[config.mk]
export PLATFORM = sky130hd
export DESIGN_NAME = sum_accum_ctrl
export DESIGN_NICKNAME = d
export VERILOG_FILES = /design/src/rtl/sum_accum_ctrl.sv
export SDC_FILE = /design/constraint.sdc
export NUM_CORES = 1
export LEC_CHECK = 0
export BUFFER_PORTS_ARGS = -buffer_cell sky130_fd_sc_hd__buf_4
export CAP_MARGIN = 0
export CORE_MARGIN = 5
export CORE_UTILIZATION = 52
export DETAILED_ROUTE_END_ITERATION = 12
export HOLD_SLACK_MARGIN = 0.15
export PLACE_DENSITY = 0.81
export SYNTH_ARGS = -nofsm -noshare
export SYNTH_HDL_FRONTEND = slang
export SYNTH_SLANG_ARGS = --single-unit
[constraint.sdc]
create_clock -name clk -period 4.1 [get_ports clk]
set_input_delay 0.205 -clock clk [delete_from_list [all_inputs] [get_ports clk]]
set_output_delay 0.205 -clock clk [all_outputs]
set_load 0.01 [all_outputs]
[src/rtl/sum_accum_ctrl.sv]
// Array-sum controller: sequences INIT/ACCUM/DONE and drives the selector and the word address.
// It also holds the running sum, which is loaded from the external selector output.
module sum_accum_ctrl #(
    parameter int WIDTH      = 32,
    parameter int ADDR_WIDTH = 4
) (
    input  logic                  clk,
    input  logic                  rst_n,
    input  logic                  start,
    input  logic [ADDR_WIDTH:0]   len,
    input  logic [WIDTH-1:0]      mux_out,
    output logic [ADDR_WIDTH-1:0] mem_addr,
    output logic                  mux_sel,
    output logic [WIDTH-1:0]      sum,
    output logic                  busy,
    output logic                  done
);

    typedef enum logic [1:0] {
        ST_IDLE  = 2'd0,
        ST_INIT  = 2'd1,
        ST_ACCUM = 2'd2,
        ST_DONE  = 2'd3
    } state_t;

    localparam logic [ADDR_WIDTH:0] MAX_LEN = {1'b1, {ADDR_WIDTH{1'b0}}};
    localparam logic [ADDR_WIDTH:0] ONE     = {{ADDR_WIDTH{1'b0}}, 1'b1};

    state_t                state_q, state_d;
    logic [ADDR_WIDTH:0]   len_q, len_d;
    logic [ADDR_WIDTH:0]   cnt_q, cnt_d;
    logic [ADDR_WIDTH-1:0] addr_q, addr_d;
    logic [WIDTH-1:0]      sum_q, sum_d;

    always_ff @(posedge clk or negedge rst_n) begin
        if (!rst_n) begin
            state_q <= ST_IDLE;
            len_q   <= '0;
            cnt_q   <= '0;
            addr_q  <= '0;
            sum_q   <= '0;
        end else begin
            state_q <= state_d;
            len_q   <= len_d;
            cnt_q   <= cnt_d;
            addr_q  <= addr_d;
            sum_q   <= sum_d;
        end
    end

    always_comb begin
        state_d = state_q;
        len_d   = len_q;
        cnt_d   = cnt_q;
        addr_d  = addr_q;
        sum_d   = sum_q;
        mux_sel = 1'b0;
        busy    = 1'b0;
        done    = 1'b0;

        case (state_q)
            ST_IDLE: begin
                if (start) begin
                    // Requests longer than the memory are clamped to a full sweep.
                    len_d   = (len > MAX_LEN) ? MAX_LEN : len;
                    state_d = ST_INIT;
                end
            end
            ST_INIT: begin
                busy    = 1'b1;
                sum_d   = mux_out;
                addr_d  = '0;
                cnt_d   = '0;
                state_d = (len_q == '0) ? ST_DONE : ST_ACCUM;
            end
            ST_ACCUM: begin
                busy    = 1'b1;
                mux_sel = 1'b1;
                sum_d   = mux_out;
                cnt_d   = cnt_q + ONE;
                // Wraps to 0 after the last word of a full sweep; that value is never read.
                addr_d  = addr_q + 1'b1;
                if (cnt_q == len_q - ONE) begin
                    state_d = ST_DONE;
                end
            end
            ST_DONE: begin
                done    = 1'b1;
                state_d = ST_IDLE;
            end
            default: begin
                state_d = ST_IDLE;
            end
        endcase
    end

    assign mem_addr = addr_q;
    assign sum      = sum_q;

endmodule

* Word-level counts from Yosys, hierarchy flattened *
Cells that the tools add are included.

storage, ports and cells
  flip-flop bits (word level) = 48
  output and inout bits = 39
  logic and storage cells = 31

cells by class
  add/sub/neg operators = 3
  magnitude comparators = 1
  equal/unequal tests = 6
  mux-type cells = 10
  reduce and logical (&&, ||, !) cells = 6

operator list
  cell                                                  number
  case mux 5 bit (2 select lines)                       1
  case mux 2 bit (4 select lines)                       1
  case mux 4 bit (2 select lines)                       1
  adder 5 x 1 -> 5 bit (second input constant)          1
  equality test 5 bit                                   1
  > comparator 5 bit (second input constant)            1
  zero test 5 bit                                       1
  two-way mux 5 bit                                     1
  subtractor 5 x 1 -> 5 bit (second input constant)     1
  adder 4 x 1 -> 4 bit (second input constant)          1
  equality test 2 bit (second input constant)           2
  two-way mux 1 bit                                     4
  two-way mux 2 bit                                     2
  inequality test 2 bit (second input constant)         2
  AND reduction 2 bit                                   2
  equality test 2 x 1 -> 1 bit (second input constant)  1
  zero test 2 bit                                       1
  nonzero test 2 bit                                    1
  OR reduction 2 bit                                    1

* Logic depth before layout (Yosys ltp) *
  depth after elaboration = 4
  gate-level depth with buffers = 7

* Worst setup path after synthesis *
No wires, ideal clock.

  path kind = register -> register
  from = register state_q[0]
  to = register state_q[1]
  library setup time = 0.125 ns
  arrival = 1.734 ns
  path slack = 2.241 ns
  stages on the path, launching flop included = 8
  cells stage by stage = dfrtp_1 -> inv_1 -> ha_1 -> bufbuf_16 -> nor2_1 -> a21oi_1 -> or2_4 -> mux2_4

on the way
  cells in the longest elaborated chain, start to end = 3
  elaborated cells on any way between the ends = 8
  classes of those cells = eq/ne (5); mux (1); reduce/logical (2)

ends and longest elaborated chain
  item                                                           line  text
  start: declaration                                             29    state_t state_q, state_d;
  start signal: assignment                                       43    state_q <= state_d;
  equality test 2 bit / zero test 2 bit (equally long branches)  61    case (state_q)
  inequality test 2 bit (no line)                                -
  AND reduction 2 bit (no line)                                  -

Several ways; a longest one is shown, not always the timed one.
A chain may end at the register's enable or synchronous reset.

* Final worst setup path *
  from = register state_q[0]
  to = output port busy

on the way
  cells in the longest elaborated chain, start to end = 3
  elaborated cells on any way between the ends = 4
  classes of those cells = eq/ne (2); mux (1); reduce/logical (1)

ends and longest elaborated chain
  item                                                                        line  text
  equality test 2 bit / equality test 2 x 1 -> 1 bit (equally long branches)  61
  OR reduction 2 bit (no line) (*)                                            -
  two-way mux 1 bit (*)                                                       61
  end: declaration                                                            15    output logic busy,

Every way passes the cells marked *; elsewhere a longest branch is shown, timed or not.

==> impl_metrics.tcl <==
set metrics [dict create \
    skew_final_ps 6.18 \
    detail-route-antenna-nets 0 \
    sw_frac_of_total 0.365 \
    timing.critical_path.from_type "flip-flop" \
    synthTopCellsByArea "sky130_fd_sc_hd__dfrtp_1 (55%), sky130_fd_sc_hd__mux2_2 (17%), sky130_fd_sc_hd__ha_1 (4.6%)" \
    max_cap_viol_count 0 \
    overall_power_after_layout_w 0.00250 \
    cts_tree "built" \
    max_freq_mhz 439 \
    dpl.hpwl_mm 3.31 \
    slew_violations 0 \
    synth-edff-count 0 \
    outcome "complete, no violations" \
    cp.required_ps 3890 \
    power.density_nw_per_um2 784 \
    postRouteWirelength_mm 5.08 \
    worstSetupPathType "flip-flop to primary output" \
    ctsRootBufferMaster "sky130_fd_sc_hd__clkbuf_8" \
    avgSynthCellArea_um2 12.8 \
    max_slew_margin 0.350 \
    r2r_slack_ps 2000 \
    rsz0062_at_grt "false" \
    worst_slack_ps 1820 \
    drt-initial-drc-count 58 \
    yosysSeqAreaShare 0.550 \
    clk_transition_reported_paths_ps 80 \
    cts.sinks 48 \
    floorplan.core_area_um2 4030 \
    routabilityCongestion 0.776 \
    wl_per_cell_um 15.3 \
    synth_top_flop_cell "sky130_fd_sc_hd__dfrtp_1" \
    synthDominantAreaCellType "sky130_fd_sc_hd__dfrtp_1" \
    via_count 1691 \
    switchingPower_w 0.000911 \
    largest_net_degree_at_the_start_of_global_routing 51 \
    post_cts.repair.setup_buffers 0 \
    post-route-min-period_ps 2280 \
    max_fo_critical_path 50 \
    synth_warnings 0 \
    postSynthNetCount 219 \
    grt_overflow 0 \
    hold_removal_path_class "input pin to flip-flop" \
    ys_async_sr_fraction 1.00 \
    port-buffer-count 78 \
    critPathCaptureType "primary output" \
    floorplan.die_area_um2 5590 \
    post_drt_via_cell_ratio 5.09 \
    clock_path_buffers 2 \
    route.detailed.drc 0 \
    cp_data_arrival_time_ps 2070 \
    drive_above_1_share 0.443 \
    hold_violations 0 \
    p_leak_nw 1.49 \
    clock_power_share 0.113 \
    timing.setup.tns_ps 0 \
    p_int_w 0.00159 \
    fillerInstances 253 \
    place_worst_setup_slack_ps 1990 \
    power.combinational.fraction 0.543 \
    cts_hold_buf 31 \
    cts_made_buffers 5 \
    netlist.area_leader.share 0.550 \
    drt_pass1_iterations 4 \
    timing.final.setup_violations 0 \
    layout_worst_path_cycle_share 0.555 \
    antenna_found_initial 0 \
    boundaryPins 79 \
    groute.usage.overall 0.192 \
    initial_util 0.542 \
    grt_pass1_vias 1763 \
    h-tree-depth 2 \
    num_antenna_cells 0 \
    fp-row-count 23 \
    timing_worst_slew_pin_value_ps 975 \
    synth.cell_area_um2 2180 \
    synth_cell_type_count 33 \
    fp.dieW_um 74.8 \
    clock_latency_ps 290 \
    ys_ff_latch 48 \
    die_height_um 74.8 \
    cts-resized-gates 0 \
    fin_nets 329 \
    areaGrowthSynthToFinish_pct 46.0 \
    vdd_drop_max_mv 0.458 \
    grt_pass1_wl_mm 8.19 \
    seq_power_share 0.344 \
    netlist_instances 171 \
]
[power by group through the flow]
stage,Combinational [W],Sequential (W),Clock [W]
after floorplan,0.000823,0.000918,0
after global placement,0.00130,0.000856,0
after detailed placement,0.00133,0.000862,0
after CTS,0.00136,0.000855,0.000289
after global routing,0.00147,0.000892,0.000309
final,0.00136,0.000859,0.000283
[kinds of logic (layout without fill, tap and decap cells)]
group	Yosys count	count (layout)	synth area share
DFF	48	48	0.550
muxes	36	36	0.186
and+or+nand+nor	35	35	0.0900
AOI/OAI and AO/OA	20	20	0.0573
buffers and inverters	18	129	0.0459
adders and majority gates	8	8	0.0459
xor gates and xnor gates	6	6	0.0241
[synthesized netlist by cell type (2+ instances only)]
cell type and n:
sky130_fd_sc_hd__o21ai_0 10, sky130_fd_sc_hd__nor3b_1 2, sky130_fd_sc_hd__ha_1 8, sky130_fd_sc_hd__buf_1 2, sky130_fd_sc_hd__o22ai_1 2, sky130_fd_sc_hd__xnor2_1 4, sky130_fd_sc_hd__dfrtp_1 48, sky130_fd_sc_hd__xor2_1 2
sky130_fd_sc_hd__clkbuf_1 3, sky130_fd_sc_hd__inv_1 11, sky130_fd_sc_hd__nand3_1 7, sky130_fd_sc_hd__nor3_1 3, sky130_fd_sc_hd__mux2_2 33, sky130_fd_sc_hd__a21oi_1 3, sky130_fd_sc_hd__nand2_1 11, sky130_fd_sc_hd__mux2i_1 2
sky130_fd_sc_hd__nand2b_1 4
[state kept, by name, summed over array words and instances (netlist names)]
name,cells
cnt_q,5
mem_addr,4
sum,32
state_q,2
len_q,5
[final cells by class]
cell class | instances | area (um^2) | area share
Sequential cell | 48 | 1200 | 0.377
Timing Repair Buffer | 110 | 906 | 0.284
Multi-Input combinational cell | 105 | 883 | 0.277
Clock inverter | 2 | 10.0 | 0.00314
Inverter | 11 | 41.3 | 0.0130
Clock buffer | 6 | 82.6 | 0.0259
Tap cell | 50 | 62.6 | 0.0196
[layer usage]
metal  GRT usage  up-vias  part of all wire  routed length [um]
met2       0.335       51              0.54                2760
met5           0        -                 0                   0
li1            -      809                 -                   -
met3      0.0587        8             0.058                 295
met4      0.0415        0             0.011                  57
met1       0.236      823              0.39                1970
[worst max-delay path: stages, from the launching register on]
cell                      delay [ps]
sky130_fd_sc_hd__dfrtp_1         400
sky130_fd_sc_hd__inv_1           130
sky130_fd_sc_hd__ha_2           1000
sky130_fd_sc_hd__buf_4           260
[final timing paths]
kind / from / to / depth (start not counted)
worst min-delay path: mux_out[7] / sum[7] / 2
worst min register to register: sum[12] / sum[12] / 1
worst max register to register: state_q[0] / mem_addr[3] / 5
worst max-delay path: state_q[0] / busy / 3
min in group asynchronous: rst_n / len_q[1] / 2
max in group asynchronous: rst_n / sum[25] / 2
[cell usage in the layout (no fill, tap or decap)]
| cell type | netlist | final |
|---|---|---|
| sky130_fd_sc_hd__a311o_1 | 1 | 1 |
| sky130_fd_sc_hd__mux2_4 | 1 | 1 |
| sky130_fd_sc_hd__clkbuf_8 | 0 | 6 |
| sky130_fd_sc_hd__nand4b_1 | 1 | 1 |
| sky130_fd_sc_hd__nand2_1 | 11 | 11 |
| sky130_fd_sc_hd__a211oi_1 | 1 | 1 |
| sky130_fd_sc_hd__buf_4 | 1 | 78 |
| sky130_fd_sc_hd__nand3_1 | 7 | 7 |
| sky130_fd_sc_hd__nand3b_1 | 1 | 1 |
| sky130_fd_sc_hd__inv_1 | 11 | 11 |
| sky130_fd_sc_hd__and2b_1 | 1 | 1 |
| sky130_fd_sc_hd__mux2i_1 | 2 | 2 |
| sky130_fd_sc_hd__nor2_1 | 1 | 1 |
| sky130_fd_sc_hd__or2_4 | 1 | 1 |
| sky130_fd_sc_hd__nor2b_1 | 1 | 1 |
| sky130_fd_sc_hd__nor3_1 | 3 | 3 |
| sky130_fd_sc_hd__o211ai_1 | 1 | 1 |
| sky130_fd_sc_hd__o22ai_1 | 2 | 2 |
| sky130_fd_sc_hd__ha_2 | 0 | 1 |
| sky130_fd_sc_hd__o31ai_1 | 1 | 1 |
| sky130_fd_sc_hd__nor3b_2 | 1 | 1 |
| sky130_fd_sc_hd__dlygate4sd3_1 | 0 | 32 |
| sky130_fd_sc_hd__clkinv_2 | 0 | 2 |
| sky130_fd_sc_hd__nor3b_1 | 2 | 2 |
| sky130_fd_sc_hd__nand2b_1 | 4 | 4 |
| sky130_fd_sc_hd__o21ai_0 | 10 | 10 |
| sky130_fd_sc_hd__nor3_2 | 1 | 1 |
| sky130_fd_sc_hd__a221oi_2 | 1 | 1 |
| sky130_fd_sc_hd__mux2_2 | 33 | 33 |
| sky130_fd_sc_hd__xnor2_1 | 4 | 4 |
| sky130_fd_sc_hd__ha_1 | 8 | 7 |
| sky130_fd_sc_hd__xor2_1 | 2 | 2 |
| sky130_fd_sc_hd__a21oi_1 | 3 | 3 |
| sky130_fd_sc_hd__dfrtp_1 | 48 | 48 |
[stage by stage]
step | hold slack (ps) | cell area (um^2) | util | std cells
2_1_floorplan | -90.6 | 2180 | - | 171
4_1_cts | 154 | 3180 | 0.789 | 331
6_report | 163 | 3190 | 0.791 | 332
3_3_place_gp | 245 | 2770 | 0.689 | 292
5_1_grt | 154 | 3190 | 0.791 | 332
3_5_place_dp | 246 | 2770 | 0.689 | 292
Power figures use the tool's default switching activity.
